[src/rtl/adc_level_trigger_pkg.sv]
// Shared types and constants for the ADC level trigger: FSM states,
// mode encodings and edge-select encodings.
package adc_level_trigger_pkg;

  typedef enum logic [1:0] {
    ST_IDLE    = 2'd0,
    ST_ARMED   = 2'd1,
    ST_HOLDOFF = 2'd2
  } trig_state_e;

  localparam logic [1:0] MODE_OFF    = 2'd0;
  localparam logic [1:0] MODE_SINGLE = 2'd1;
  localparam logic [1:0] MODE_NORMAL = 2'd2;

  localparam logic EDGE_RISING  = 1'b0;
  localparam logic EDGE_FALLING = 1'b1;

  function automatic logic mode_is_active(input logic [1:0] mode);
    logic active;
    case (mode)
      MODE_SINGLE, MODE_NORMAL: active = 1'b1;
      MODE_OFF:                 active = 1'b0;
      default:                  active = 1'b0;
    endcase
    return active;
  endfunction

endpackage

[src/rtl/adc_level_trigger_detector.sv]
// Level-crossing detector: registers the ADC sample and tracks the hysteresis
// pre-condition flag that qualifies a rising or falling crossing of level.
module level_crossing_detector
  import adc_level_trigger_pkg::*;
#(
  parameter int ADC_WIDTH = 16
) (
  input  logic                        clk,
  input  logic                        resetn,
  input  logic                        clken,
  input  logic signed [ADC_WIDTH-1:0] adc_data,
  input  logic signed [ADC_WIDTH-1:0] level,
  input  logic        [ADC_WIDTH-2:0] hysteresis,
  input  logic                        edge_sel,
  input  logic                        clear,
  output logic                        crossing
);

  localparam int CW = ADC_WIDTH + 1;

  function automatic logic signed [CW-1:0] widen_signed(input logic [ADC_WIDTH-1:0] v);
    return $signed({v[ADC_WIDTH-1], v});
  endfunction

  function automatic logic signed [CW-1:0] widen_unsigned(input logic [ADC_WIDTH-2:0] v);
    return $signed({2'b00, v});
  endfunction

  logic signed [ADC_WIDTH-1:0] sample_r;
  logic signed [ADC_WIDTH-1:0] level_r;
  logic        [ADC_WIDTH-2:0] hyst_r;
  logic                        edge_r;
  logic                        flag_r;

  logic signed [CW-1:0] sample_w_s;
  logic signed [CW-1:0] level_w_s;
  logic signed [CW-1:0] band_lo_s;
  logic signed [CW-1:0] band_hi_s;
  logic                 pre_s;
  logic                 beyond_s;
  logic                 cfg_change_s;

  // Widened threshold compares; one extra bit keeps level +/- hysteresis exact
  always_comb begin
    sample_w_s   = widen_signed(sample_r);
    level_w_s    = widen_signed(level);
    band_lo_s    = level_w_s - widen_unsigned(hysteresis);
    band_hi_s    = level_w_s + widen_unsigned(hysteresis);
    cfg_change_s = (level != level_r) || (hysteresis != hyst_r) || (edge_sel != edge_r);
    case (edge_sel)
      EDGE_RISING: begin
        pre_s    = sample_w_s <  band_lo_s;
        beyond_s = sample_w_s >= level_w_s;
      end
      EDGE_FALLING: begin
        pre_s    = sample_w_s >  band_hi_s;
        beyond_s = sample_w_s <= level_w_s;
      end
      default: begin
        pre_s    = 1'b0;
        beyond_s = 1'b0;
      end
    endcase
    crossing = flag_r && beyond_s && !cfg_change_s;
  end

  // Sample register, settings snapshot and pre-condition flag
  always_ff @(posedge clk or negedge resetn) begin
    if (!resetn) begin
      sample_r <= '0;
      level_r  <= '0;
      hyst_r   <= '0;
      edge_r   <= 1'b0;
      flag_r   <= 1'b0;
    end else if (clken) begin
      sample_r <= adc_data;
      level_r  <= level;
      hyst_r   <= hysteresis;
      edge_r   <= edge_sel;
      if (clear || cfg_change_s) begin
        flag_r <= 1'b0;
      end else if (pre_s) begin
        flag_r <= 1'b1;
      end
    end
  end

endmodule

[src/rtl/adc_level_trigger.sv]
// ADC level trigger: arms, detects a level crossing and issues a one-cycle trig.
// Optional timestamp output is enabled with `define ADC_LEVEL_TRIGGER_TIMESTAMP_EN.
module adc_level_trigger
  import adc_level_trigger_pkg::*;
#(
  parameter int ADC_WIDTH     = 16,
  parameter int HOLDOFF_WIDTH = 16,
  parameter int TS_WIDTH      = 48
) (
  input  logic                        clk,
  input  logic                        resetn,
  input  logic                        clken,
  input  logic signed [ADC_WIDTH-1:0] adc_data,
  input  logic signed [ADC_WIDTH-1:0] level,
  input  logic        [ADC_WIDTH-2:0] hysteresis,
  input  logic                        edge_sel,
  input  logic        [1:0]           mode,
  input  logic                        arm,
  input  logic                        force_trig,
  input  logic [HOLDOFF_WIDTH-1:0]    holdoff,
  output logic                        trig,
  output logic                        armed,
  output logic [31:0]                 trig_count
`ifdef ADC_LEVEL_TRIGGER_TIMESTAMP_EN
  ,
  output logic [TS_WIDTH-1:0]         trig_timestamp
`endif
);

  trig_state_e              state_r;
  logic [HOLDOFF_WIDTH-1:0] holdoff_cnt_r;
  logic                     trig_r;
  logic                     armed_r;
  logic [31:0]              trig_count_r;

  logic mode_active_s;
  logic fire_s;
  logic rearm_s;
  logic crossing_s;

  level_crossing_detector #(
    .ADC_WIDTH (ADC_WIDTH)
  ) u_detector (
    .clk        (clk),
    .resetn     (resetn),
    .clken      (clken),
    .adc_data   (adc_data),
    .level      (level),
    .hysteresis (hysteresis),
    .edge_sel   (edge_sel),
    .clear      (rearm_s),
    .crossing   (crossing_s)
  );

  // Fire and re-arm decisions; force wins over arm in IDLE
  always_comb begin
    mode_active_s = mode_is_active(mode);
    fire_s        = 1'b0;
    rearm_s       = 1'b0;
    if (mode_active_s) begin
      case (state_r)
        ST_IDLE: begin
          fire_s  = force_trig;
          rearm_s = !force_trig && ((mode == MODE_NORMAL) || arm);
        end
        ST_ARMED: begin
          fire_s  = crossing_s || force_trig;
          rearm_s = 1'b0;
        end
        ST_HOLDOFF: begin
          fire_s  = 1'b0;
          rearm_s = (holdoff_cnt_r <= HOLDOFF_WIDTH'(1));
        end
        default: begin
          fire_s  = 1'b0;
          rearm_s = 1'b0;
        end
      endcase
    end else begin
      fire_s  = 1'b0;
      rearm_s = 1'b0;
    end
  end

  // Trigger FSM with registered trig, armed and trigger count
  always_ff @(posedge clk or negedge resetn) begin
    if (!resetn) begin
      state_r       <= ST_IDLE;
      holdoff_cnt_r <= '0;
      trig_r        <= 1'b0;
      armed_r       <= 1'b0;
      trig_count_r  <= '0;
    end else if (clken) begin
      trig_r <= fire_s;
      if (fire_s) begin
        trig_count_r <= trig_count_r + 32'd1;
      end
      if (!mode_active_s) begin
        state_r       <= ST_IDLE;
        armed_r       <= 1'b0;
        holdoff_cnt_r <= '0;
      end else if (fire_s) begin
        armed_r <= 1'b0;
        if (mode == MODE_NORMAL) begin
          state_r       <= ST_HOLDOFF;
          holdoff_cnt_r <= holdoff;
        end else begin
          state_r <= ST_IDLE;
        end
      end else if (rearm_s) begin
        state_r       <= ST_ARMED;
        armed_r       <= 1'b1;
        holdoff_cnt_r <= '0;
      end else begin
        case (state_r)
          ST_HOLDOFF:        holdoff_cnt_r <= holdoff_cnt_r - HOLDOFF_WIDTH'(1);
          ST_IDLE, ST_ARMED: state_r <= state_r;
          default: begin
            state_r <= ST_IDLE;
            armed_r <= 1'b0;
          end
        endcase
      end
    end else begin
      trig_r <= 1'b0;
    end
  end

  assign trig       = trig_r;
  assign armed      = armed_r;
  assign trig_count = trig_count_r;

`ifdef ADC_LEVEL_TRIGGER_TIMESTAMP_EN
  logic [TS_WIDTH-1:0] ts_cnt_r;
  logic [TS_WIDTH-1:0] ts_latch_r;

  // Free-running clken-cycle counter, captured when a trigger fires
  always_ff @(posedge clk or negedge resetn) begin
    if (!resetn) begin
      ts_cnt_r   <= '0;
      ts_latch_r <= '0;
    end else if (clken) begin
      ts_cnt_r <= ts_cnt_r + TS_WIDTH'(1);
      if (fire_s) begin
        ts_latch_r <= ts_cnt_r;
      end
    end
  end

  assign trig_timestamp = ts_latch_r;
`else
  if (TS_WIDTH < 1) begin : g_ts_width_unused
  end
`endif

endmodule
[config.mk]
export PLATFORM = sky130hd
export DESIGN_NAME = adc_level_trigger
export DESIGN_NICKNAME = d
export VERILOG_FILES = /design/src/rtl/adc_level_trigger_pkg.sv /design/src/rtl/adc_level_trigger_detector.sv /design/src/rtl/adc_level_trigger.sv
export SDC_FILE = /design/constraint.sdc
export NUM_CORES = 1
export LEC_CHECK = 0
export CAP_MARGIN = 15
export CORE_ASPECT_RATIO = 1.1
export CORE_UTILIZATION = 55
export CTS_BUF_LIST = sky130_fd_sc_hd__clkbuf_4 sky130_fd_sc_hd__clkbuf_8
export DETAILED_ROUTE_END_ITERATION = 7
export PLACE_DENSITY_LB_ADDON = 0.25
export SLEW_MARGIN = 20
export SYNTH_ARGS = -nofsm -noshare
export SYNTH_HDL_FRONTEND = slang
export SYNTH_SLANG_ARGS = --single-unit
[constraint.sdc]
create_clock -name clk -period 8.1 [get_ports clk]
set_input_delay 1.62 -clock clk [delete_from_list [all_inputs] [get_ports clk]]
set_output_delay 1.62 -clock clk [all_outputs]
set_load 0.01 [all_outputs]
# [Word-level counts from Yosys, hierarchy flattened]
# Cells that the tools add are included.
[word_totals] wordCells=72 n_memories=0 mem_bits_ro=0 latchBits=0 regBits=101 ram_bits=0
[op_classes] bitwise_logic=1 n_mul=0 n_eq_ne=10 shifts=0 n_div=0 n_addsub=4 magnitude_cmp=5 n_reduce_logical=18 muxes=24
[ops] op="16-bit two-way mux" n=5
[ops] op="32-bit by 1-bit adder with 32-bit output, second input constant" n=1
[ops] op="16-bit by 16-bit adder with 17-bit output" n=1
[ops] op="16-bit by 17-bit > comparator with 1-bit output" n=1
[ops] op="16-bit by 17-bit less-than comparator with 1-bit output" n=1
[ops] op="16-bit by 16-bit subtractor with 17-bit output" n=1
[ops] op="16-bit greater-or-equal comparator" n=1
[ops] op="16-bit by 1-bit <= comparator with 1-bit output, second input constant" n=1
[ops] op="16-bit <= comparator" n=1
[ops] op="16-bit != test" n=1
[ops] op="16-bit by 1-bit subtractor with 16-bit output, second input constant" n=1
[ops] op="15-bit != test" n=1
[ops] op="1-bit two-way mux" n=10
[ops] op="2-bit two-way mux" n=5
[ops] op="1-bit one-hot mux with 2 select lines" n=4
[ops] op="2-bit AND reduction" n=3
[ops] op="1-bit logical OR" n=5
[ops] op="2-bit by 1-bit == test with 1-bit output, second input constant" n=2
[ops] op="2-bit == test, second input constant" n=2
[ops] op="4-bit by 1-bit != test with 1-bit output, second input constant" n=1
[ops] op="4-bit by 2-bit != test with 1-bit output, second input constant" n=1
[ops] op="1-bit logical AND" n=3
[ops] op="3-bit by 2-bit != test with 1-bit output, second input constant" n=1
[ops] op="3-bit AND reduction" n=1
[ops] op="7 further kinds" n=8

# [Longest topological paths before layout]
# Gate-level depths: netlist of run 1.
[logic_depth] word_depth=10 mapped_depth=21 ltp_nobuf=21

# [Hierarchy]
# A second synthesis of run 1 with hierarchy kept.
[unflattened] hier_cells=806 hier_area_um2=7743.7
[modules_own_cells] module="level_crossing_detector" area_each_um2=4823.4 instances=1 cells_each=505
[modules_own_cells] module="adc_level_trigger" area_each_um2=2920.3 instances=1 cells_each=301

# [Least setup slack after synthesis of run 1]
# No wires, ideal clock.
[synth_timing] path_type="input to register" start="input port hysteresis[2]" end="register u_detector.flag_r" slack_ns=3.122 setup_time_ns=0.132 n_path_buf=1 path_stages=19 arrival_ns=4.846 cell_sequence="inv_1 ha_1 clkbuf_1 o21bai_1 a21oi_1 o21bai_1 a221oi_1 o41ai_1 o41ai_1 nor4_1 a211oi_1 ha_1 a21o_1 a211oi_1 o21ai_0 a21oi_1 a31oi_1 o21ai_0 a31oi_1"
[synth_via] elab_chain_cells=6 elab_cells_between_ends=12 cone_classes="add/sub: 2; order compare: 2; eq/ne: 1; mux: 2; reduce/logical: 5"
[synth_rtl] element="start: declaration" line="adc_level_trigger.sv:15" rtl="input logic [ADC_WIDTH-2:0] hysteresis,"
[synth_rtl] element="branches (longest 6 deep; another with 16-bit by 16-bit adder with 17-bit output)"
[synth_rtl] element="end signal: assignment" line="adc_level_trigger_detector.sv:74" rtl="flag_r <= 1'b0;"
[synth_rtl] element="end signal: assignment" line="adc_level_trigger_detector.sv:81" rtl="flag_r <= 1'b0;"
[synth_rtl] element="end signal: assignment" line="adc_level_trigger_detector.sv:83" rtl="flag_r <= 1'b1;"
[synth_rtl] element="end: declaration" line="adc_level_trigger_detector.sv:33" rtl="logic flag_r;"
# Parallel ways; which one is timed is not known.
# A chain may end at the register's enable or synchronous reset.

# [Worst setup path after layout of run 1]
# Same ends and word-level chain as after synthesis.

==> impl_metrics.xml, run 1 <==
<?xml version="1.0" encoding="UTF-8"?>
<metrics>
  <group name="cts">
    <metric name="clk-insertion-delay-late" unit="ns">0.39</metric>
    <metric name="hold_buffers" unit="">0</metric>
    <metric name="total_number_of_clock_tree_sinks" unit="">100</metric>
    <metric name="tritoncts.num_buffers" unit="">9</metric>
    <metric name="clock_tree.htree_level_count" unit="">3</metric>
    <metric name="cts_resized" unit="">0</metric>
    <metric name="register_clock_pin_slew_on_the_reported_worst_setup_and_hold_paths" unit="ns">0.11</metric>
    <metric name="cts_post_setup_buffers_inserted" unit="">0</metric>
    <metric name="clk_path_buf_depth" unit="">2</metric>
    <metric name="root_buffer" unit="">sky130_fd_sc_hd__clkbuf_8</metric>
    <metric name="clock_tree_from_tritoncts" unit="">done</metric>
  </group>
  <group name="sta">
    <metric name="final-setup-viol-count" unit="">0</metric>
    <metric name="timing_worst_slew_pin_value" unit="ns">0.9667</metric>
    <metric name="clock-skew-final" unit="ns">0.01397</metric>
    <metric name="min_tclk_post_route" unit="ns">5.880</metric>
    <metric name="timing.final.crit_share" unit="%">72.59</metric>
    <metric name="max_clock_freq" unit="MHz">170.1</metric>
    <metric name="finalHoldWorstSlack" unit="ns">0.4891</metric>
    <metric name="finalHoldViolCount" unit="">0</metric>
    <metric name="post-route-worst-setup-slack" unit="ns">2.220</metric>
    <metric name="max_slew_margin" unit="%">35.06</metric>
    <metric name="setup_repair_after_global_routing_missed_its_margin" unit="">false</metric>
    <metric name="drv_slew" unit="">0</metric>
    <metric name="post_route_setup_tns" unit="ns">0</metric>
  </group>
  <group name="logic_synthesis">
    <metric name="synthDominantAreaCellType" unit="">sky130_fd_sc_hd__dfrtp_1</metric>
    <metric name="post_synth_inst_count" unit="">810</metric>
    <metric name="syn_area" unit="sq um">7640</metric>
    <metric name="average_cell_area_after_synthesis" unit="sq um">9.432</metric>
    <metric name="synth_fp_nets" unit="">966</metric>
    <metric name="number_of_distinct_library_cell_variants_in_the_gate_level_netlist_after_synthesis" unit="">62</metric>
    <metric name="synth_seq_area_share" unit="%">32.75</metric>
    <metric name="synth_top_cell_area_share" unit="%">32.75</metric>
    <metric name="synth-main-ff-cell" unit="">sky130_fd_sc_hd__dfrtp_1</metric>
    <metric name="synth_edf_count" unit="">0</metric>
    <metric name="yosysWarningCount" unit="">0</metric>
    <metric name="synth-async-reset-ratio" unit="%">100.0</metric>
    <metric name="synth-seq-cells" unit="">100</metric>
    <metric name="ys_top_cells_by_area" unit="">sky130_fd_sc_hd__dfrtp_1 33%, sky130_fd_sc_hd__ha_1 14%, sky130_fd_sc_hd__mux2_2 7.8%</metric>
  </group>
  <group name="global_routing">
    <metric name="grt_antenna_before_repair" unit="">0</metric>
    <metric name="global_route.overflow_total" unit="">0</metric>
    <metric name="first_global_vias" unit="">6463</metric>
    <metric name="globalRouteTotalUtil" unit="%">28.15</metric>
    <metric name="maximum_number_of_pins_on_one_net_before_global_route_repair" unit="">82</metric>
    <metric name="grt_pass1_wl" unit="um">31780</metric>
  </group>
  <group name="finish">
    <metric name="commonest_non_fill_non_tap_cells_in_the_layout" unit="">102 x sky130_fd_sc_hd__clkdlybuf4s50_1, 100 x sky130_fd_sc_hd__dfrtp_1, 83 x sky130_fd_sc_hd__ha_1</metric>
    <metric name="layout.cells.most_common" unit="">sky130_fd_sc_hd__clkdlybuf4s50_1</metric>
    <metric name="nNetsFinal" unit="">1054</metric>
    <metric name="final_layout_size_suffix_gt1_share" unit="%">9.192</metric>
    <metric name="layout-area-overhead-vs-synth" unit="%">17.82</metric>
    <metric name="antenna-diode-count" unit="">0</metric>
  </group>
  <group name="power">
    <metric name="p_leak" unit="nW">4.014</metric>
    <metric name="seqPwrFrac" unit="%">39.6</metric>
    <metric name="power.density_cell_area" unit="nW/um^2">183.7</metric>
    <metric name="power_frac_comb" unit="%">40.6</metric>
    <metric name="worst_ir_drop_vdd" unit="uV">169.5</metric>
    <metric name="internal_power" unit="W">0.001003</metric>
    <metric name="switchingPower" unit="W">0.0006510</metric>
    <metric name="power.share.clock" unit="%">19.8</metric>
    <metric name="netSwitchingFraction" unit="%">39.36</metric>
  </group>
  <group name="critical_path">
    <metric name="critical_path.endpoint_type" unit="">register</metric>
    <metric name="worstPathArrival" unit="ns">6.14</metric>
    <metric name="slack_of_the_worst_reg_to_reg_path" unit="ns">4.37</metric>
    <metric name="worstPathRequired" unit="ns">8.36</metric>
    <metric name="timing.critical_path.from_type" unit="">primary input</metric>
    <metric name="criticalPathCategory" unit="">in -&gt; reg</metric>
    <metric name="critPathMaxFanout" unit="">8</metric>
  </group>
  <group name="floorplan">
    <metric name="die-height" unit="um">125.6</metric>
    <metric name="coreArea" unit="sq um">13380</metric>
    <metric name="die_area" unit="sq um">14370</metric>
    <metric name="floorplan.initialDensity" unit="%">57.11</metric>
    <metric name="floorplan.die.width" unit="um">114.4</metric>
    <metric name="pin_count" unit="">105</metric>
    <metric name="site_rows" unit="">44</metric>
  </group>
  <group name="routing">
    <metric name="postRouteAntennaNets" unit="">0</metric>
    <metric name="via_per_inst" unit="">5.914</metric>
    <metric name="avgRoutedWirePerCell" unit="um">17.84</metric>
    <metric name="first_pass_iteration_count_of_the_detailed_router" unit="">5</metric>
    <metric name="postRouteWirelength" unit="um">19390</metric>
    <metric name="post_route_drc_violation_count" unit="">0</metric>
    <metric name="drt_iter0_markers" unit="">354</metric>
    <metric name="num_vias" unit="">6428</metric>
  </group>
  <group name="placement">
    <metric name="routabilityCongestion" unit="">0.9335</metric>
    <metric name="port_buffers" unit="">104</metric>
    <metric name="post-place-ws" unit="ns">1.899</metric>
    <metric name="detailed_place_hpwl" unit="um">14710</metric>
  </group>
  <group name="worst_hold_path">
    <metric name="holdCritPathClass" unit="">reg -&gt; reg</metric>
  </group>
  <group name="flow_run">
    <metric name="drv.max_cap_violation_count" unit="">0</metric>
  </group>
  <group name="run_status">
    <metric name="status" unit="">complete, no violations</metric>
  </group>
</metrics>
==> final cells by class <==
cell class	instances	area (sq um)
well taps	184	230.2
flip-flops and latches	100	2502
clock buffers	10	137.6
clock inverters	6	53.80
inverters	66	247.7
multi-input cells	614	4770
repair buffers	107	1060
fillers	1108	4377
==> stage by stage <==
step / std cells / total power [W] / cell area [sq um] / utilization [%]
after floorplan: 810 / 0.001103 / 7640 / -
after global placement: 1071 / 0.001296 / 8802 / 65.80
after detailed placement: 1071 / 0.001322 / 8802 / 65.80
after CTS: 1087 / 0.001655 / 8994 / 67.23
after global routing: 1087 / 0.001763 / 9001 / 67.28
final: 1087 / 0.001654 / 9001 / 67.28
==> cell usage after synthesis, types with 2 or more instances <==
master                     number
sky130_fd_sc_hd__mux2_2        53
sky130_fd_sc_hd__o31ai_1        7
sky130_fd_sc_hd__buf_1          4
sky130_fd_sc_hd__o41ai_1        5
sky130_fd_sc_hd__o21a_1         5
sky130_fd_sc_hd__or2_2          2
sky130_fd_sc_hd__a31oi_1        6
sky130_fd_sc_hd__a211oi_1      16
sky130_fd_sc_hd__o21ai_0       24
sky130_fd_sc_hd__nand2b_1       6
sky130_fd_sc_hd__nor3b_1        3
sky130_fd_sc_hd__nor2_1        33
sky130_fd_sc_hd__buf_2          2
sky130_fd_sc_hd__or4_1          2
sky130_fd_sc_hd__nor2b_1        8
sky130_fd_sc_hd__nand2_1       44
sky130_fd_sc_hd__or3_1          5
sky130_fd_sc_hd__a21boi_0       3
sky130_fd_sc_hd__o32ai_1        4
sky130_fd_sc_hd__o22ai_1        5
sky130_fd_sc_hd__fa_1           2
sky130_fd_sc_hd__inv_1         65
sky130_fd_sc_hd__o211ai_1       3
sky130_fd_sc_hd__xnor2_1       68
sky130_fd_sc_hd__xor2_1        24
sky130_fd_sc_hd__nand4_1       28
sky130_fd_sc_hd__nor4_1         9
sky130_fd_sc_hd__dfrtp_1      100
sky130_fd_sc_hd__clkbuf_1      22
sky130_fd_sc_hd__and3_1        11
sky130_fd_sc_hd__a21o_1        10
sky130_fd_sc_hd__a32oi_1        2
sky130_fd_sc_hd__mux2i_1       13
sky130_fd_sc_hd__nor3_1        32
sky130_fd_sc_hd__o21bai_1       6
sky130_fd_sc_hd__nand3_1       26
sky130_fd_sc_hd__and4_1         3
sky130_fd_sc_hd__a21oi_1       36
sky130_fd_sc_hd__a22oi_1        5
sky130_fd_sc_hd__and2_1         4
sky130_fd_sc_hd__ha_1          83
==> metal layers <==
metal,global-route usage (%),part of all wire (%),up-vias
li1,-,-,3073
met1,36.14,44,3127
met2,48.81,49,198
met3,3.321,5.2,30
met4,9.855,2.0,0
met5,0,0,-
==> worst max-delay path, cell delays in order <==
cell,delay [ns]
sky130_fd_sc_hd__clkdlybuf4s50_1,0.54
sky130_fd_sc_hd__inv_1,0.06
sky130_fd_sc_hd__ha_1,0.46
sky130_fd_sc_hd__o21bai_1,0.11
sky130_fd_sc_hd__a21oi_1,0.25
sky130_fd_sc_hd__o21bai_1,0.14
sky130_fd_sc_hd__a221oi_1,0.37
sky130_fd_sc_hd__o41ai_1,0.16
sky130_fd_sc_hd__o41ai_1,0.67
sky130_fd_sc_hd__nor4_1,0.09
sky130_fd_sc_hd__a211oi_1,0.28
sky130_fd_sc_hd__ha_1,0.31
sky130_fd_sc_hd__a21o_1,0.18
sky130_fd_sc_hd__a211oi_1,0.22
sky130_fd_sc_hd__o21ai_0,0.15
sky130_fd_sc_hd__a21oi_1,0.18
sky130_fd_sc_hd__a31oi_1,0.11
sky130_fd_sc_hd__o21ai_0,0.17
sky130_fd_sc_hd__a31oi_1,0.06
==> worst paths after layout <==
kind / endpoint / cells past startpoint / start
worst max-delay path: u_detector.flag_r / 19 / hysteresis[2]
worst min-delay path: trig_count[31] / 1 / trig_count[31]
worst max register to register: holdoff_cnt_r[4] / 9 / u_detector.sample_r[15]
worst min register to register: trig_count[31] / 1 / trig_count[31]
max in group asynchronous: state_r[0] / 2 / resetn
min in group asynchronous: u_detector.sample_r[4] / 1 / resetn
==> flip-flops by register name, indices dropped and copies added (netlist names) <==
name / cells
holdoff_cnt_r: 16
trig: 1
state_r: 2
u_detector.hyst_r: 15
u_detector.edge_r: 1
u_detector.flag_r: 1
u_detector.sample_r: 16
trig_count: 32
u_detector.level_r: 16
==> power groups by stage <==
| stage | Combinational, W | Clock (W) | Sequential, W |
|---|---|---|---|
| 3_3_place_gp | 0.000641 | 0 | 0.000655 |
| 4_1_cts | 0.000668 | 0.000335 | 0.000652 |
| 3_5_place_dp | 0.000663 | 0 | 0.000659 |
| 2_1_floorplan | 0.000461 | 0 | 0.000641 |
| 5_1_grt | 0.000748 | 0.000351 | 0.000664 |
| 6_report | 0.000671 | 0.000328 | 0.000655 |
==> logic make-up after synthesis <==
logic type	Yosys count	share of synthesized area, %
AOI/OAI and AO/OA	149	13.07
xor gates and xnor gates	92	10.55
adders and majority gates	85	14.12
buffers and inverters	96	4.864
DFF	100	32.75
muxes	66	9.515
and+or+nand+nor	222	15.13
Note: power is estimated with default switching activity, not from simulation.
==> run 2: changes to the inputs <==
- clock period: 8.1 -> 5.89 ns (I/O delays scaled with it)
==> impl_metrics.xml, run 2 (same netlist as run 1, synthesis figures left out) <==
<?xml version="1.0" encoding="UTF-8"?>
<metrics>
  <group name="critical_path">
    <metric name="criticalPathCategory" unit="">in -&gt; reg</metric>
    <metric name="slack_of_the_worst_reg_to_reg_path" unit="ns">2.21</metric>
    <metric name="critPathMaxFanout" unit="">6</metric>
    <metric name="cp_top_family" unit="">compound AO/OA/AOI/OAI gates</metric>
    <metric name="worstPathArrival" unit="ns">5.41</metric>
    <metric name="r2r_end" unit="">holdoff_cnt_r[9]</metric>
    <metric name="worst_r2r_path_depth" unit="">9</metric>
    <metric name="worstPathRequired" unit="ns">6.16</metric>
    <metric name="timing.critical_path.depth" unit="">19</metric>
    <metric name="reg2reg_from" unit="">u_detector.sample_r[15]</metric>
    <metric name="critical_path.endpoint_type" unit="">register</metric>
    <metric name="path_buf_inv" unit="">3</metric>
    <metric name="cp_cell_sequence" unit="">clkdlybuf4s50_1 &gt; inv_1 &gt; fa_1 &gt; o21bai_1 &gt; a21oi_1 &gt; o21bai_1 &gt; a221oi_1 &gt; o41ai_1 &gt; o41ai_1 &gt; buf_4 &gt; a211oi_1 &gt; ha_1 &gt; a21o_1 &gt; a211oi_1 &gt; o21ai_0 &gt; a21oi_1 &gt; a31oi_1 &gt; o21ai_0 &gt; a31oi_1</metric>
    <metric name="timing.critical_path.from_type" unit="">primary input</metric>
    <metric name="cpPeakStageDelay" unit="ns">0.65</metric>
    <metric name="cp_slowest_cell" unit="">sky130_fd_sc_hd__clkdlybuf4s50_1</metric>
  </group>
  <group name="finish">
    <metric name="antenna-diode-count" unit="">0</metric>
    <metric name="flip_flop_count_of_the_largest_register_after_layout" unit="">32</metric>
    <metric name="commonest_non_fill_non_tap_cells_in_the_layout" unit="">102 x sky130_fd_sc_hd__clkdlybuf4s50_1, 100 x sky130_fd_sc_hd__dfrtp_1, 83 x sky130_fd_sc_hd__ha_1</metric>
    <metric name="layout-area-overhead-vs-synth" unit="%">18.05</metric>
    <metric name="final_layout_size_suffix_gt1_share" unit="%">9.482</metric>
    <metric name="nNetsFinal" unit="">1059</metric>
    <metric name="layout.cells.most_common" unit="">sky130_fd_sc_hd__clkdlybuf4s50_1</metric>
  </group>
  <group name="power">
    <metric name="p_leak" unit="nW">4.033</metric>
    <metric name="seqPwrFrac" unit="%">39.9</metric>
    <metric name="power_frac_comb" unit="%">41.0</metric>
    <metric name="power.share.clock" unit="%">19.1</metric>
    <metric name="switchingPower" unit="W">0.0008771</metric>
    <metric name="netSwitchingFraction" unit="%">39.06</metric>
    <metric name="power.density_cell_area" unit="nW/um^2">249.0</metric>
    <metric name="worst_ir_drop_vdd" unit="uV">211.1</metric>
    <metric name="internal_power" unit="W">0.001368</metric>
  </group>
  <group name="cts">
    <metric name="tritoncts.num_buffers" unit="">9</metric>
    <metric name="clock_tree_from_tritoncts" unit="">done</metric>
    <metric name="hold_buffers" unit="">0</metric>
    <metric name="total_number_of_clock_tree_sinks" unit="">100</metric>
    <metric name="clk_path_buf_depth" unit="">2</metric>
    <metric name="clk-insertion-delay-late" unit="ns">0.39</metric>
    <metric name="cts_post_setup_buffers_inserted" unit="">0</metric>
    <metric name="root_buffer" unit="">sky130_fd_sc_hd__clkbuf_8</metric>
    <metric name="cts_resized" unit="">0</metric>
    <metric name="register_clock_pin_slew_on_the_reported_worst_setup_and_hold_paths" unit="ns">0.10</metric>
    <metric name="clock_tree.htree_level_count" unit="">3</metric>
  </group>
  <group name="routing">
    <metric name="postRouteWirelength" unit="um">19360</metric>
    <metric name="num_vias" unit="">6409</metric>
    <metric name="drt_iter0_markers" unit="">320</metric>
    <metric name="avgRoutedWirePerCell" unit="um">17.74</metric>
    <metric name="post_route_drc_violation_count" unit="">0</metric>
    <metric name="first_pass_iteration_count_of_the_detailed_router" unit="">5</metric>
    <metric name="postRouteAntennaNets" unit="">0</metric>
    <metric name="via_per_inst" unit="">5.874</metric>
  </group>
  <group name="floorplan">
    <metric name="pin_count" unit="">105</metric>
    <metric name="floorplan.die.width" unit="um">114.4</metric>
    <metric name="coreArea" unit="sq um">13380</metric>
    <metric name="floorplan.initialDensity" unit="%">57.11</metric>
    <metric name="die-height" unit="um">125.6</metric>
    <metric name="die_area" unit="sq um">14370</metric>
    <metric name="site_rows" unit="">44</metric>
  </group>
  <group name="global_routing">
    <metric name="first_global_vias" unit="">6417</metric>
    <metric name="globalRouteTotalUtil" unit="%">28.12</metric>
    <metric name="maximum_number_of_pins_on_one_net_before_global_route_repair" unit="">61</metric>
    <metric name="global_route.overflow_total" unit="">0</metric>
    <metric name="grt_pass1_wl" unit="um">31540</metric>
    <metric name="grt_antenna_before_repair" unit="">0</metric>
  </group>
  <group name="sta">
    <metric name="max_clock_freq" unit="MHz">194.7</metric>
    <metric name="max_slew_margin" unit="%">28.14</metric>
    <metric name="setup_repair_after_global_routing_missed_its_margin" unit="">false</metric>
    <metric name="finalHoldViolCount" unit="">0</metric>
    <metric name="final-setup-viol-count" unit="">0</metric>
    <metric name="clock-skew-final" unit="ns">0.01364</metric>
    <metric name="min_tclk_post_route" unit="ns">5.137</metric>
    <metric name="timing_worst_slew_pin_value" unit="ns">1.070</metric>
    <metric name="post-route-worst-setup-slack" unit="ns">0.7529</metric>
    <metric name="post_route_setup_tns" unit="ns">0</metric>
    <metric name="drv_slew" unit="">0</metric>
    <metric name="timing.final.crit_share" unit="%">87.22</metric>
  </group>
  <group name="placement">
    <metric name="post-place-ws" unit="ns">0.3438</metric>
    <metric name="detailed_place_hpwl" unit="um">14760</metric>
    <metric name="port_buffers" unit="">104</metric>
    <metric name="routabilityCongestion" unit="">0.9335</metric>
  </group>
  <group name="worst_hold_path">
    <metric name="timing.hold.worst_path_depth" unit="">1</metric>
    <metric name="hold_end" unit="">trig_count[23]</metric>
    <metric name="timing.hold.worst.start" unit="">trig_count[23]</metric>
    <metric name="holdCritPathClass" unit="">reg -&gt; reg</metric>
  </group>
  <group name="flow_run">
    <metric name="drv.max_cap_violation_count" unit="">0</metric>
  </group>
  <group name="run_status">
    <metric name="status" unit="">complete, no violations</metric>
  </group>
</metrics>
run 2: cell types whose count changed in the layout (fill, tap and decap cells not counted), sizes merged:
cell,before,now
clkinv,2,3
buf,5,10
clkbuf,10,9
clkinvlp,1,0
run 2: worst max path at each step:
| stage | slack (ns) | to | from |
|---|---|---|---|
| floorplan | 1.35 | u_detector.flag_r | hysteresis[2] |
| global placement | 0.37 | u_detector.flag_r | level[1] |
| detailed placement | 0.34 | u_detector.flag_r | level[1] |
| CTS | 0.76 | u_detector.flag_r | level[1] |
| global route | 0.42 | u_detector.flag_r | level[1] |
| finish | 0.75 | u_detector.flag_r | level[1] |
run 2: through the flow:
step	util, %	hold slack (ns)	total power, W	cells	area (sq um)
6_report	67.41	0.5009	0.002246	1091	9019
5_1_grt	67.41	0.5098	0.002415	1091	9019
4_1_cts	67.41	0.5005	0.002258	1091	9019
3_5_place_dp	66.08	0.4827	0.001820	1076	8840
3_3_place_gp	66.08	0.4788	0.001793	1076	8840
2_1_floorplan	-	0.4857	0.001517	810	7640
run 2: final cells by class:
type,instances,area (sq um)
multi-input combinational,614,4766
fill,1138,4359
sequential,100,2502
timing repair buffer,112,1094
inverter,66,247.7
tap,184,230.2
clock buffer,9,123.9
clock inverter,6,55.05
run 2: per-layer routing:
metal  part of all wire (%)  GRT usage [%]  vias up
met1                     45          36.76     3091
met2                     48          47.24      199
met4                    2.3          9.396        0
met5                      0              0        -
li1                       -              -     3086
met3                    5.0          4.620       33
run 2: worst register-to-register path: stages (launching register included):
cell                       delay [ns]
sky130_fd_sc_hd__dfrtp_1         0.48
sky130_fd_sc_hd__ha_1            0.40
sky130_fd_sc_hd__nand4_1         0.18
sky130_fd_sc_hd__nor4_2          0.36
sky130_fd_sc_hd__a21bo_1         0.25
sky130_fd_sc_hd__o211ai_2        0.09
sky130_fd_sc_hd__mux2_2          0.39
sky130_fd_sc_hd__a311o_1         0.50
sky130_fd_sc_hd__or2_1           0.53
sky130_fd_sc_hd__mux2_2          0.37
run 2: power by group through the flow:
stage	Clock (W)	Sequential [W]	Combinational, W
after floorplan	0	0.000882	0.000635
after global routing	0.000474	0.000914	0.00103
after CTS	0.000444	0.000894	0.000920
after global placement	0	0.000901	0.000891
after detailed placement	0	0.000906	0.000914
final	0.000429	0.000897	0.000920
==> run 3: changes to the inputs <==
- ABC_AREA: not set -> 1
- CORE_ASPECT_RATIO: 1.1 -> 0.7
==> impl_metrics.xml, run 3 <==
<?xml version="1.0" encoding="UTF-8"?>
<metrics>
  <group name="routing">
    <metric name="drt_iter0_markers" unit="">599</metric>
    <metric name="avgRoutedWirePerCell" unit="um">14.20</metric>
    <metric name="first_pass_iteration_count_of_the_detailed_router" unit="">5</metric>
    <metric name="num_vias" unit="">7632</metric>
    <metric name="postRouteAntennaNets" unit="">0</metric>
    <metric name="postRouteWirelength" unit="um">20560</metric>
    <metric name="post_route_drc_violation_count" unit="">0</metric>
    <metric name="via_per_inst" unit="">5.271</metric>
  </group>
  <group name="finish">
    <metric name="layout-area-overhead-vs-synth" unit="%">16.50</metric>
    <metric name="final_cells" unit="">1448</metric>
    <metric name="final_layout_size_suffix_gt1_share" unit="%">3.751</metric>
    <metric name="flip_flop_count_of_the_largest_register_after_layout" unit="">32</metric>
    <metric name="nNetsFinal" unit="">1404</metric>
    <metric name="commonest_non_fill_non_tap_cells_in_the_layout" unit="">341 x sky130_fd_sc_hd__nand2_1, 145 x sky130_fd_sc_hd__inv_1, 102 x sky130_fd_sc_hd__clkdlybuf4s50_1</metric>
    <metric name="antenna-diode-count" unit="">0</metric>
    <metric name="layout.cells.most_common" unit="">sky130_fd_sc_hd__nand2_1</metric>
  </group>
  <group name="sta">
    <metric name="setup_repair_after_global_routing_missed_its_margin" unit="">false</metric>
    <metric name="timing_worst_slew_pin_value" unit="ns">0.8671</metric>
    <metric name="drv_slew" unit="">0</metric>
    <metric name="clock-skew-final" unit="ns">0.01238</metric>
    <metric name="max_clock_freq" unit="MHz">205.4</metric>
    <metric name="timing.final.crit_share" unit="%">82.66</metric>
    <metric name="post_route_setup_tns" unit="ns">0</metric>
    <metric name="min_tclk_post_route" unit="ns">4.868</metric>
    <metric name="finalHoldViolCount" unit="">0</metric>
    <metric name="final-setup-viol-count" unit="">0</metric>
    <metric name="max_slew_margin" unit="%">42.13</metric>
  </group>
  <group name="power">
    <metric name="internal_power" unit="W">0.001472</metric>
    <metric name="switchingPower" unit="W">0.0009986</metric>
    <metric name="netSwitchingFraction" unit="%">40.41</metric>
    <metric name="worst_ir_drop_vdd" unit="uV">209.5</metric>
    <metric name="power.density_cell_area" unit="nW/um^2">257.3</metric>
    <metric name="power.share.clock" unit="%">20.1</metric>
    <metric name="seqPwrFrac" unit="%">37.3</metric>
    <metric name="p_leak" unit="nW">4.803</metric>
    <metric name="power_frac_comb" unit="%">42.7</metric>
  </group>
  <group name="logic_synthesis">
    <metric name="synthDominantAreaCellType" unit="">sky130_fd_sc_hd__dfrtp_1</metric>
    <metric name="synth_edf_count" unit="">0</metric>
    <metric name="synth_top_family_by_area" unit="">simple AND/OR/NAND/NOR gates</metric>
    <metric name="yosysWarningCount" unit="">0</metric>
    <metric name="synth-xor-area-share" unit="%">8.607</metric>
    <metric name="synth_fp_nets" unit="">1320</metric>
    <metric name="synthSimpleGateAreaFrac" unit="%">28.63</metric>
    <metric name="post_synth_inst_count" unit="">1164</metric>
    <metric name="synthMostInstantiatedCell" unit="">sky130_fd_sc_hd__nand2_1</metric>
    <metric name="synth_top_cell_area_share" unit="%">30.36</metric>
    <metric name="ys_top_cells_by_area" unit="">sky130_fd_sc_hd__dfrtp_1 30%, sky130_fd_sc_hd__nand2_1 16%, sky130_fd_sc_hd__ha_1 13%</metric>
    <metric name="synth-adder-area-share" unit="%">13.08</metric>
    <metric name="post_synth_mux_area_share" unit="%">0</metric>
    <metric name="synth_seq_area_share" unit="%">30.36</metric>
    <metric name="synth-async-reset-ratio" unit="%">100.0</metric>
    <metric name="synth-seq-cells" unit="">100</metric>
    <metric name="syn_area" unit="sq um">8243</metric>
    <metric name="synth-compound-area-share" unit="%">10.26</metric>
    <metric name="number_of_distinct_library_cell_variants_in_the_gate_level_netlist_after_synthesis" unit="">43</metric>
    <metric name="synth-main-ff-cell" unit="">sky130_fd_sc_hd__dfrtp_1</metric>
    <metric name="synthTopCellsByCount" unit="">341 x sky130_fd_sc_hd__nand2_1, 145 x sky130_fd_sc_hd__inv_1, 100 x sky130_fd_sc_hd__dfrtp_1</metric>
    <metric name="average_cell_area_after_synthesis" unit="sq um">7.082</metric>
  </group>
  <group name="placement">
    <metric name="detailed_place_hpwl" unit="um">15870</metric>
    <metric name="port_buffers" unit="">104</metric>
    <metric name="routabilityCongestion" unit="">0.9481</metric>
    <metric name="dp.cells" unit="">1432</metric>
  </group>
  <group name="cts">
    <metric name="root_buffer" unit="">sky130_fd_sc_hd__clkbuf_8</metric>
    <metric name="register_clock_pin_slew_on_the_reported_worst_setup_and_hold_paths" unit="ns">0.10</metric>
    <metric name="tritoncts.num_buffers" unit="">9</metric>
    <metric name="hold_buffers" unit="">0</metric>
    <metric name="total_number_of_clock_tree_sinks" unit="">100</metric>
    <metric name="clk-insertion-delay-late" unit="ns">0.37</metric>
    <metric name="cts_resized" unit="">0</metric>
    <metric name="clock_tree_from_tritoncts" unit="">done</metric>
    <metric name="cts_post_setup_buffers_inserted" unit="">0</metric>
    <metric name="clk_path_buf_depth" unit="">2</metric>
    <metric name="clock_tree.htree_level_count" unit="">3</metric>
  </group>
  <group name="worst_hold_path">
    <metric name="holdCritPathClass" unit="">reg -&gt; reg</metric>
  </group>
  <group name="critical_path">
    <metric name="criticalPathCategory" unit="">in -&gt; reg</metric>
    <metric name="critical_path.endpoint_type" unit="">register</metric>
    <metric name="cpPeakStageDelay" unit="ns">0.52</metric>
    <metric name="r2r_end" unit="">trig_count[9]</metric>
    <metric name="cp_slowest_cell" unit="">sky130_fd_sc_hd__clkdlybuf4s50_1</metric>
    <metric name="cp_top_family" unit="">compound AO/OA/AOI/OAI gates</metric>
    <metric name="worst_r2r_path_depth" unit="">14</metric>
    <metric name="timing.critical_path.from_type" unit="">primary input</metric>
    <metric name="timing.critical_path.depth" unit="">25</metric>
    <metric name="path_buf_inv" unit="">3</metric>
    <metric name="critical_path.most_common_cell" unit="">sky130_fd_sc_hd__nand2_1</metric>
    <metric name="critPathMaxFanout" unit="">6</metric>
    <metric name="worstPathRequired" unit="ns">6.16</metric>
    <metric name="cp-endpoint" unit="">u_detector.flag_r</metric>
    <metric name="worstPathArrival" unit="ns">5.14</metric>
    <metric name="slack_of_the_worst_reg_to_reg_path" unit="ns">2.61</metric>
    <metric name="reg2reg_from" unit="">u_detector.sample_r[15]</metric>
    <metric name="worstSetupStartpoint" unit="">hysteresis[2]</metric>
  </group>
  <group name="floorplan">
    <metric name="site_rows" unit="">37</metric>
    <metric name="die_area" unit="sq um">15490</metric>
    <metric name="coreArea" unit="sq um">14680</metric>
    <metric name="floorplan.initialDensity" unit="%">56.17</metric>
    <metric name="floorplan.die.width" unit="um">148.3</metric>
    <metric name="pin_count" unit="">105</metric>
    <metric name="die-height" unit="um">104.4</metric>
  </group>
  <group name="global_routing">
    <metric name="global_route.overflow_total" unit="">0</metric>
    <metric name="grt_antenna_before_repair" unit="">0</metric>
    <metric name="maximum_number_of_pins_on_one_net_before_global_route_repair" unit="">82</metric>
    <metric name="grt_pass1_wl" unit="um">34630</metric>
    <metric name="globalRouteTotalUtil" unit="%">27.91</metric>
    <metric name="first_global_vias" unit="">7000</metric>
  </group>
  <group name="flow_run">
    <metric name="drv.max_cap_violation_count" unit="">0</metric>
  </group>
  <group name="run_status">
    <metric name="status" unit="">complete, no violations</metric>
  </group>
</metrics>
==> run 3: area by class of cell <==
cell class	instances	area [sq um]
fill	1347	5072
multi-input combinational	876	4994
sequential	100	2502
timing repair buffer	109	1071
inverter	152	573.1
tap	195	244.0
clock buffer	11	151.4
clock inverter	5	67.56
==> run 3: worst min-delay path by stage <==
stage | from | end | slack [ns] | cells past startpoint
CTS | u_detector.level_r[13] | u_detector.level_r[13] | 0.52 | 2
global placement | u_detector.hyst_r[0] | u_detector.hyst_r[0] | 0.49 | 2
detailed placement | u_detector.level_r[13] | u_detector.level_r[13] | 0.50 | 2
global route | u_detector.level_r[13] | u_detector.level_r[13] | 0.55 | 2
finish | u_detector.level_r[13] | u_detector.level_r[13] | 0.52 | 2
floorplan | u_detector.hyst_r[0] | u_detector.hyst_r[0] | 0.46 | 2
==> run 3: per-stage QoR <==
step                      hold WS (ns)  area (sq um)  utilization, %  power, W  worst slack [ns]
after global routing            0.5494          9603           65.44  0.002685            0.6103
after detailed placement        0.4959          9384           63.94  0.001973            0.7183
final                           0.5168          9603           65.44  0.002471             1.022
after global placement          0.4872          9384           63.94  0.001955            0.8843
after CTS                       0.5206          9603           65.44  0.002477             1.099
after floorplan                 0.4625          8243               -  0.001638             1.790
==> run 3: worst register-to-register path: cells and delay by family (launching register included) <==
family | cells | cell delay (ns)
simple gates | 11 | 1.70
flops | 1 | 0.49
buf+inv | 1 | 0.42
fa+ha+maj | 1 | 0.40
xor+xnor | 1 | 0.16
==> run 3: power by group through the flow <==
stage | Sequential [W] | Combinational (W) | Clock [W]
floorplan | 0.000917 | 0.000721 | 0
global placement | 0.000929 | 0.00103 | 0
detailed placement | 0.000930 | 0.00104 | 0
CTS | 0.000919 | 0.00105 | 0.000507
global route | 0.000939 | 0.00121 | 0.000531
finish | 0.000921 | 0.00105 | 0.000496
==> run 3: routing by layer <==
| layer | part of all wire (%) | GRT usage (%) |
|---|---|---|
| met4 | 1.3 | 6.038 |
| met2 | 41 | 40.34 |
| met1 | 52 | 43.05 |
| met3 | 5.7 | 4.605 |
| met5 | 0 | 0 |
==> run 3: cell families (layout without fill, tap and decap cells) <==
group,Yosys count,count (layout)
AOI/OAI and AO/OA,160,160
xor gates and xnor gates,75,75
adders and majority gates,85,85
buffers and inverters,188,277
DFF,100,100
and+or+nand+nor,556,556
